`src/rtl/multicycle_ctrl.sv`:
```
// Multicycle MIPS-style control unit: one state per datapath step.
// Outputs are registered copies of the incoming state's decode, so they change only with the state.
module multicycle_ctrl (
   input  logic       clk,
   input  logic       reset,
   input  logic [5:0] opcode,
   input  logic       zero,
   output logic       pc_write,
   output logic       ir_write,
   output logic       mem_wr,
   output logic       reg_write,
   output logic       reg_dst,
   output logic       mem_to_reg,
   output logic       alu_src_a,
   output logic [1:0] alu_src_b,
   output logic [1:0] alu_op,
   output logic [1:0] pc_source,
   output logic       epc_write,
   output logic [4:0] state_out
);

   typedef enum logic [4:0] {
      ST_RESET    = 5'd0,
      ST_FETCH    = 5'd1,
      ST_DECODE   = 5'd2,
      ST_MEMADDR  = 5'd3,
      ST_MEMREAD  = 5'd4,
      ST_MEMWAIT  = 5'd5,
      ST_MEMWB    = 5'd6,
      ST_MEMWRITE = 5'd7,
      ST_EXEC_R   = 5'd8,
      ST_RWB      = 5'd9,
      ST_BRANCH   = 5'd10,
      ST_JUMP     = 5'd11,
      ST_ADDI_EX  = 5'd12,
      ST_ADDI_WB  = 5'd13,
      ST_EXCEPT   = 5'd14
   } state_t;

   typedef struct packed {
      logic       pcWrite;
      logic       irWrite;
      logic       memWr;
      logic       regWrite;
      logic       regDst;
      logic       memToReg;
      logic       aluSrcA;
      logic [1:0] aluSrcB;
      logic [1:0] aluOp;
      logic [1:0] pcSource;
      logic       epcWrite;
   } ctrl_t;

   localparam logic [5:0] OP_RTYPE = 6'h00;
   localparam logic [5:0] OP_J     = 6'h02;
   localparam logic [5:0] OP_BEQ   = 6'h04;
   localparam logic [5:0] OP_BNE   = 6'h05;
   localparam logic [5:0] OP_ADDI  = 6'h08;
   localparam logic [5:0] OP_LW    = 6'h23;
   localparam logic [5:0] OP_SW    = 6'h2B;

   state_t r_state;
   state_t w_nextState;
   ctrl_t  r_ctrl;
   logic   r_isBne;
   logic   w_branchTaken;

   // Control word for each state; anything not set here stays 0.
   function automatic ctrl_t decodeState(input state_t s);
      ctrl_t c;
      c = '0;
      case (s)
         ST_FETCH: begin
            c.irWrite  = 1'b1;
            c.aluSrcB  = 2'd1;
            c.pcWrite  = 1'b1;
         end
         ST_DECODE: begin
            c.aluSrcB  = 2'd3;
         end
         ST_MEMADDR, ST_ADDI_EX: begin
            c.aluSrcA  = 1'b1;
            c.aluSrcB  = 2'd2;
         end
         ST_MEMWB: begin
            c.regWrite = 1'b1;
            c.memToReg = 1'b1;
         end
         ST_MEMWRITE: begin
            c.memWr    = 1'b1;
         end
         ST_EXEC_R: begin
            c.aluSrcA  = 1'b1;
            c.aluOp    = 2'd2;
         end
         ST_RWB: begin
            c.regWrite = 1'b1;
            c.regDst   = 1'b1;
         end
         ST_BRANCH: begin
            c.aluSrcA  = 1'b1;
            c.aluOp    = 2'd1;
            c.pcSource = 2'd1;
         end
         ST_JUMP: begin
            c.pcSource = 2'd2;
            c.pcWrite  = 1'b1;
         end
         ST_ADDI_WB: begin
            c.regWrite = 1'b1;
         end
         ST_EXCEPT: begin
            c.epcWrite = 1'b1;
            c.pcSource = 2'd3;
            c.pcWrite  = 1'b1;
         end
         default: c = '0;
      endcase
      return c;
   endfunction

   // Next-state logic; opcode is only looked at in DECODE and MEMADDR.
   always_comb begin
      w_nextState = ST_RESET;
      case (r_state)
         ST_RESET:    w_nextState = ST_FETCH;
         ST_FETCH:    w_nextState = ST_DECODE;
         ST_DECODE: begin
            case (opcode)
               OP_RTYPE:       w_nextState = ST_EXEC_R;
               OP_LW, OP_SW:   w_nextState = ST_MEMADDR;
               OP_BEQ, OP_BNE: w_nextState = ST_BRANCH;
               OP_J:           w_nextState = ST_JUMP;
               OP_ADDI:        w_nextState = ST_ADDI_EX;
               default:        w_nextState = ST_EXCEPT;
            endcase
         end
         ST_MEMADDR:  w_nextState = (opcode == OP_SW) ? ST_MEMWRITE : ST_MEMREAD;
         ST_MEMREAD:  w_nextState = ST_MEMWAIT;
         ST_MEMWAIT:  w_nextState = ST_MEMWB;
         ST_MEMWB:    w_nextState = ST_FETCH;
         ST_MEMWRITE: w_nextState = ST_FETCH;
         ST_EXEC_R:   w_nextState = ST_RWB;
         ST_RWB:      w_nextState = ST_FETCH;
         ST_BRANCH:   w_nextState = ST_FETCH;
         ST_JUMP:     w_nextState = ST_FETCH;
         ST_ADDI_EX:  w_nextState = ST_ADDI_WB;
         ST_ADDI_WB:  w_nextState = ST_FETCH;
         ST_EXCEPT:   w_nextState = ST_FETCH;
         default:     w_nextState = ST_RESET;
      endcase
   end

   // State, registered control word, and the beq/bne flavour captured at decode
   // so BRANCH does not need to look at opcode again.
   always_ff @(posedge clk or posedge reset) begin
      if (reset) begin
         r_state <= ST_RESET;
         r_ctrl  <= '0;
         r_isBne <= 1'b0;
      end else begin
         r_state <= w_nextState;
         r_ctrl  <= decodeState(w_nextState);
         if (r_state == ST_DECODE) begin
            r_isBne <= (opcode == OP_BNE);
         end
      end
   end

   assign w_branchTaken = (r_state == ST_BRANCH) && (r_isBne ? ~zero : zero);

   assign pc_write   = r_ctrl.pcWrite | w_branchTaken;
   assign ir_write   = r_ctrl.irWrite;
   assign mem_wr     = r_ctrl.memWr;
   assign reg_write  = r_ctrl.regWrite;
   assign reg_dst    = r_ctrl.regDst;
   assign mem_to_reg = r_ctrl.memToReg;
   assign alu_src_a  = r_ctrl.aluSrcA;
   assign alu_src_b  = r_ctrl.aluSrcB;
   assign alu_op     = r_ctrl.aluOp;
   assign pc_source  = r_ctrl.pcSource;
   assign epc_write  = r_ctrl.epcWrite;
   assign state_out  = r_state;

endmodule
```
`config.mk`:
```
export PLATFORM = sky130hd
export DESIGN_NAME = multicycle_ctrl
export DESIGN_NICKNAME = d
export VERILOG_FILES = /design/src/rtl/multicycle_ctrl.sv
export SDC_FILE = /design/constraint.sdc
export NUM_CORES = 1
export LEC_CHECK = 0
export ABC_AREA = 0
export BUFFER_PORTS_ARGS = -buffer_cell sky130_fd_sc_hd__buf_2
export CELL_PAD_IN_SITES_DETAIL_PLACEMENT = 0
export CELL_PAD_IN_SITES_GLOBAL_PLACEMENT = 2
export CORE_MARGIN = 2
export CORE_UTILIZATION = 30
export CTS_CLUSTER_DIAMETER = 60
export DETAILED_ROUTE_END_ITERATION = 6
export PLACE_DENSITY_LB_ADDON = 0.1
export SETUP_SLACK_MARGIN = 0.4
export SLEW_MARGIN = 20
export SYNTH_ARGS = -nofsm -noshare
export SYNTH_HDL_FRONTEND = slang
export SYNTH_SLANG_ARGS = --single-unit
```
`constraint.sdc`:
```
create_clock -name clk -period 2.5 [get_ports clk]
set_clock_uncertainty 0.05 [all_clocks]
set_input_delay 0 -clock clk [delete_from_list [all_inputs] [get_ports clk]]
set_output_delay 0 -clock clk [all_outputs]
set_load 0.01 [all_outputs]
```
# [After elaboration in Yosys (flattened, before gate mapping)]
# Index checks and enable logic that the tools add are counted.
[totals] ramBits=0 input_bits=9 n_memories=0 romBits=0 wordCells=72 register_bits=20 latch_bits=0
[op_classes] multipliers=0 order_cmp=0 bitwise=2 n_eq_ne=32 shifts=0 n_div=0 reduce_logical=10 n_mux=15 add_sub_neg=0
[ops] operator="$eq A5 B4 Y1 const B" n=14
[ops] operator="$pmux W4 S8" n=1
[ops] operator="$eq A5 B3 Y1 const B" n=6
[ops] operator="$eq A5 B2 Y1 const B" n=4
[ops] operator="$pmux W4 S5" n=1
[ops] operator="$eq A6 B3 Y1 const B" n=2
[ops] operator="$eq A6 B6 Y1 const B" n=2
[ops] operator="$pmux W2 S3" n=2
[ops] operator="$eq A5 B1 Y1 const B" n=2
[ops] operator="$mux W1" n=9
[ops] operator="$reduce_or A8 Y1" n=1
[ops] operator="$eq A6 B2 Y1 const B" n=1
[ops] operator="$eq A6 B4 Y1 const B" n=1
[ops] operator="$logic_not A6 Y1" n=1
[ops] operator="$reduce_or A2 Y1" n=3
[ops] operator="$reduce_or A3 Y1" n=2
[ops] operator="$logic_not A5 Y1" n=1
[ops] operator="$pmux W2 S2" n=1
[ops] operator="$reduce_or A4 Y1" n=1
[ops] operator="$mux W2" n=1
[ops] operator="$logic_and A1 B1 Y1" n=1
[ops] operator="$not A1 Y1" n=1
[ops] operator="$or A1 B1 Y1" n=1

# [Logic depth before layout (Yosys ltp)]
[depth] ltp_word=7 mapped_depth=7

# [Worst setup path before layout]
# OpenSTA, ideal clock, no wires.
[synth_path] path_kind="reg2reg" startpoint="reg r_state[2], in the netlist state_out[2]" endpoint="reg r_ctrl (netlist bit alu_src_a)" path_slack_ns=0.669 arrival_time_ns=1.654 stages_incl_launch_ff=7 path_buffers=1 cell_sequence="dfrtp_1 -> buf_2 -> or3b_4 -> a21o_1 -> a21oi_4 -> nor2_1 -> or2_2"
[synth_between] elab_chain_cells=6 elab_cells_between_ends=23
[synth_lines] element="from (decl)" line_no="62" rtl="state_t r_state;"
[synth_lines] element="from (signal assigned)" line_no="162" rtl="r_state <= w_nextState;"
[synth_lines] element="$eq A5 B4 Y1 (tied with other cells)" line_no="125" rtl="case (r_state)"
[synth_lines] element="$reduce_or A8 Y1 (no line)"
[synth_lines] element="$pmux W4 S8 *" line_no="125"
[synth_lines] element="via w_nextState[3]" line_no="63" rtl="state_t w_nextState;"
[synth_lines] element="$eq A5 B4 Y1 / $eq A5 B2 Y1 (equally long branches)" line_no="72" rtl="case (s)"
[synth_lines] element="$reduce_or A4 Y1 (no line) *"
[synth_lines] element="$mux W1 *" line_no="72"
[synth_lines] element="to (signal assigned)" line_no="163" rtl="r_ctrl <= decodeState(w_nextState);"
[synth_lines] element="to (decl)" line_no="64" rtl="ctrl_t r_ctrl;"
# The timed path passes the listed nets; every way through them passes the cells marked *.
# A chain may end at the register's enable or synchronous reset.

# [Worst setup path after layout]
[layout_path] startpoint="reg r_state[3], in the netlist state_out[3]" endpoint="reg r_ctrl (netlist bit alu_src_a)"
# The elaborated chain is that of the path after synthesis.

==> flow_summary.ini <==
[worst_hold_path]
holdPathStages = 3
hold_path_class = input port to flip-flop

[sta]
fin_crit_sh_pct = 77.70
layout_setup_ws_ps = 557.4
max_freq_ghz = 0.5148
drv_slew = 0
hold_violations = 0
setup_viol = 0
worst_slew_pin_slew_ps = 719.4
rsz0062_at_grt = no
hold_ws_ps = 28.55
fin_setup_tns_ps = 0
fin_crit_ps = 1943
slew_headroom_pct = 51.99

[floorplan]
ios = 28
die_w_microns = 60.82
die_y_microns = 60.82
dieArea_sq_um = 3698
rows = 20
core_area_sq_um = 3053
initial_core_util_pct = 31.72

[worst_setup_path]
cp-end-kind = flip-flop
path_class = flip-flop to flip-flop
required_ps = 2630
worst_setup_path_start_kind = flip-flop
arrival_ps = 2080
critPathMaxFanout = 13
r2r.worst_path.cells = 5

[outcome]
status = finished, final reports clean

[global_routing]
antenna_found_initial = 0
grt_pass1_wl_mm = 3.201
overflow = 0
grt_max_degree = 20
grt_pass1_vias = 658
track_usage_pct = 12.18

[detailed_routing]
vias = 710
ant_nets = 0
drc_errors = 0
wl_per_cell_microns = 12.29
wirelength_mm = 1.978
drt-initial-drc-count = 6
post_drt_via_cell_ratio = 4.410
firstDrtPassIters = 4

[finish]
final_core_util_pct = 37.95
largest_register_ffs = 4
final_cells = 161
syn_to_final_growth_pct = 19.64
drive_gt1_share_pct = 38.46
final_area_sq_um = 1159
num_antenna_cells = 0
final_nets = 127

[power_and_ir_drop]
ir_drop_mv = 0.2399
p_sw_mw = 0.5691
pwr-share-clk_pct = 11.8
p_int_mw = 0.7450
swShare_pct = 43.31
p_leak_nw = 0.6005
finalPower_mw = 1.314
combPwrFrac_pct = 50.7
powerDensity_nw_per_um2 = 1134
p_seq_share_pct = 37.5

[place]
dp_slack_ps = 559.6
placed_cell_area_sq_um = 1095
dp_cells = 154
place_hpwl_mm = 1.483
portBuffers = 26
gpl.final_weighted_congestion = 0.7715

[clock_network]
cts_max_level = 1
clkTransAtPathRegs_ps = 110
clock-sinks = 19
root_buffer = clkbuf_4
cts_setup_buffers = 0
cts_buffers = 3
cts_max_path_buffers = 2
insertion_delay_ps = 290
cts_tree = built

[yosys]
post_synth.cell_area_avg_sq_um = 10.53
yosys.cell_types.count = 43
ys_warn_count = 0
syn_area_sq_um = 968.4
syn_nets = 101
synthesis.instances = 92
seq_area_frac_synth_pct = 49.10
synth-seq-cells = 19

[job]
cap_violations = 0
[layer usage]
layer	global-route usage [%]	vias up	wire (microns)
li1	-	362	-
met1	16.64	327	942
met2	18.74	19	927
met3	2.772	2	89
met4	4.658	0	19
met5	0	-	0
[worst max-delay path: stages, from the launching register on]
cell     delay [ps]
dfrtp_1         530
or3b_4          480
a21o_1          200
a21oi_4         180
nor2_1           90
or2_2           300
[cells in the mapped netlist, drive strengths merged]
library cell	instances	area [sq um]
buf	10	73.82
nor4b	2	17.52
a32oi	1	8.760
a21o	2	15.01
and3	1	6.260
or4	1	7.510
or3b	1	11.26
nand2	2	7.510
a21oi	5	36.29
a211o	1	8.760
and2	1	6.260
nor3b	1	7.510
inv	8	30.03
nor2	6	22.52
dfrtp	19	475.5
and2b	1	8.760
nor2b	1	8.760
or2	1	6.260
nor3	5	25.02
o21ai	3	18.76
nand4b	1	8.760
conb	1	3.750
nand4	3	25.02
o41ai	1	8.760
nand2b	3	26.27
mux2i	1	10.01
nand3b	1	7.510
o211ai	1	7.510
xor2	1	8.760
nand3	3	20.02
xnor2	1	8.760
nor4	1	12.51
a221o	1	10.01
a31o	1	8.760
[placed cells by master, fill, tap and decap left out, types with 2 or more instances in the layout]
cell           instances
a21o_1                 2
a21oi_1                4
buf_2                 26
buf_4                  2
clkbuf_4               3
dfrtp_1               19
dlygate4sd3_1          3
inv_1                  7
nand2_1                2
nand2b_1               2
nand3_1                2
nand4_1                2
nor2_1                 6
nor3_1                 5
[layout make-up]
type | count | area (sq um)
Clock buffer | 3 | 22.52
Clock inverter | 1 | 5.005
Fill cell | 331 | 1894
Inverter | 8 | 30.03
Multi-Input combinational cell | 55 | 395.4
Sequential cell | 19 | 475.5
Tap cell | 44 | 55.05
Timing Repair Buffer | 31 | 175.2
[cells by family after synthesis]
family          after synthesis  share of synthesized area [%]
compound gates               16                          12.66
xor+xnor                      2                          1.809
buf+inv                      18                          10.72
flops                        19                          49.10
mux                           1                          1.034
other cells                   1                         0.3872
simple gates                 35                          24.29
[power groups by stage]
| stage | sequential (mW) | combinational [mW] | clock, mW |
|---|---|---|---|
| floorplan | 0.486 | 0.508 | 0 |
| global placement | 0.494 | 0.669 | 0 |
| detailed placement | 0.496 | 0.670 | 0 |
| CTS | 0.489 | 0.675 | 0.165 |
| global route | 0.511 | 0.736 | 0.179 |
| finish | 0.493 | 0.667 | 0.154 |
[final timing paths]
path                                    from  slack, ps           end
worst max-delay path            state_out[3]        560     alu_src_a
worst min-delay path               opcode[3]         30        mem_wr
worst max register to register  state_out[3]        560     alu_src_a
worst min register to register       r_isBne        520       r_isBne
max in group asynchronous              reset       1640     alu_op[1]
min in group asynchronous              reset        310  state_out[2]
[timing repair]
item / in CTS / in global routing
endpoints found under the setup margin: 0 / 2
hold buffers: 3 / 0
endpoints found under the hold margin: 20 / 0
resized for setup: 0 / 1
Power figures use the tool's default switching activity.
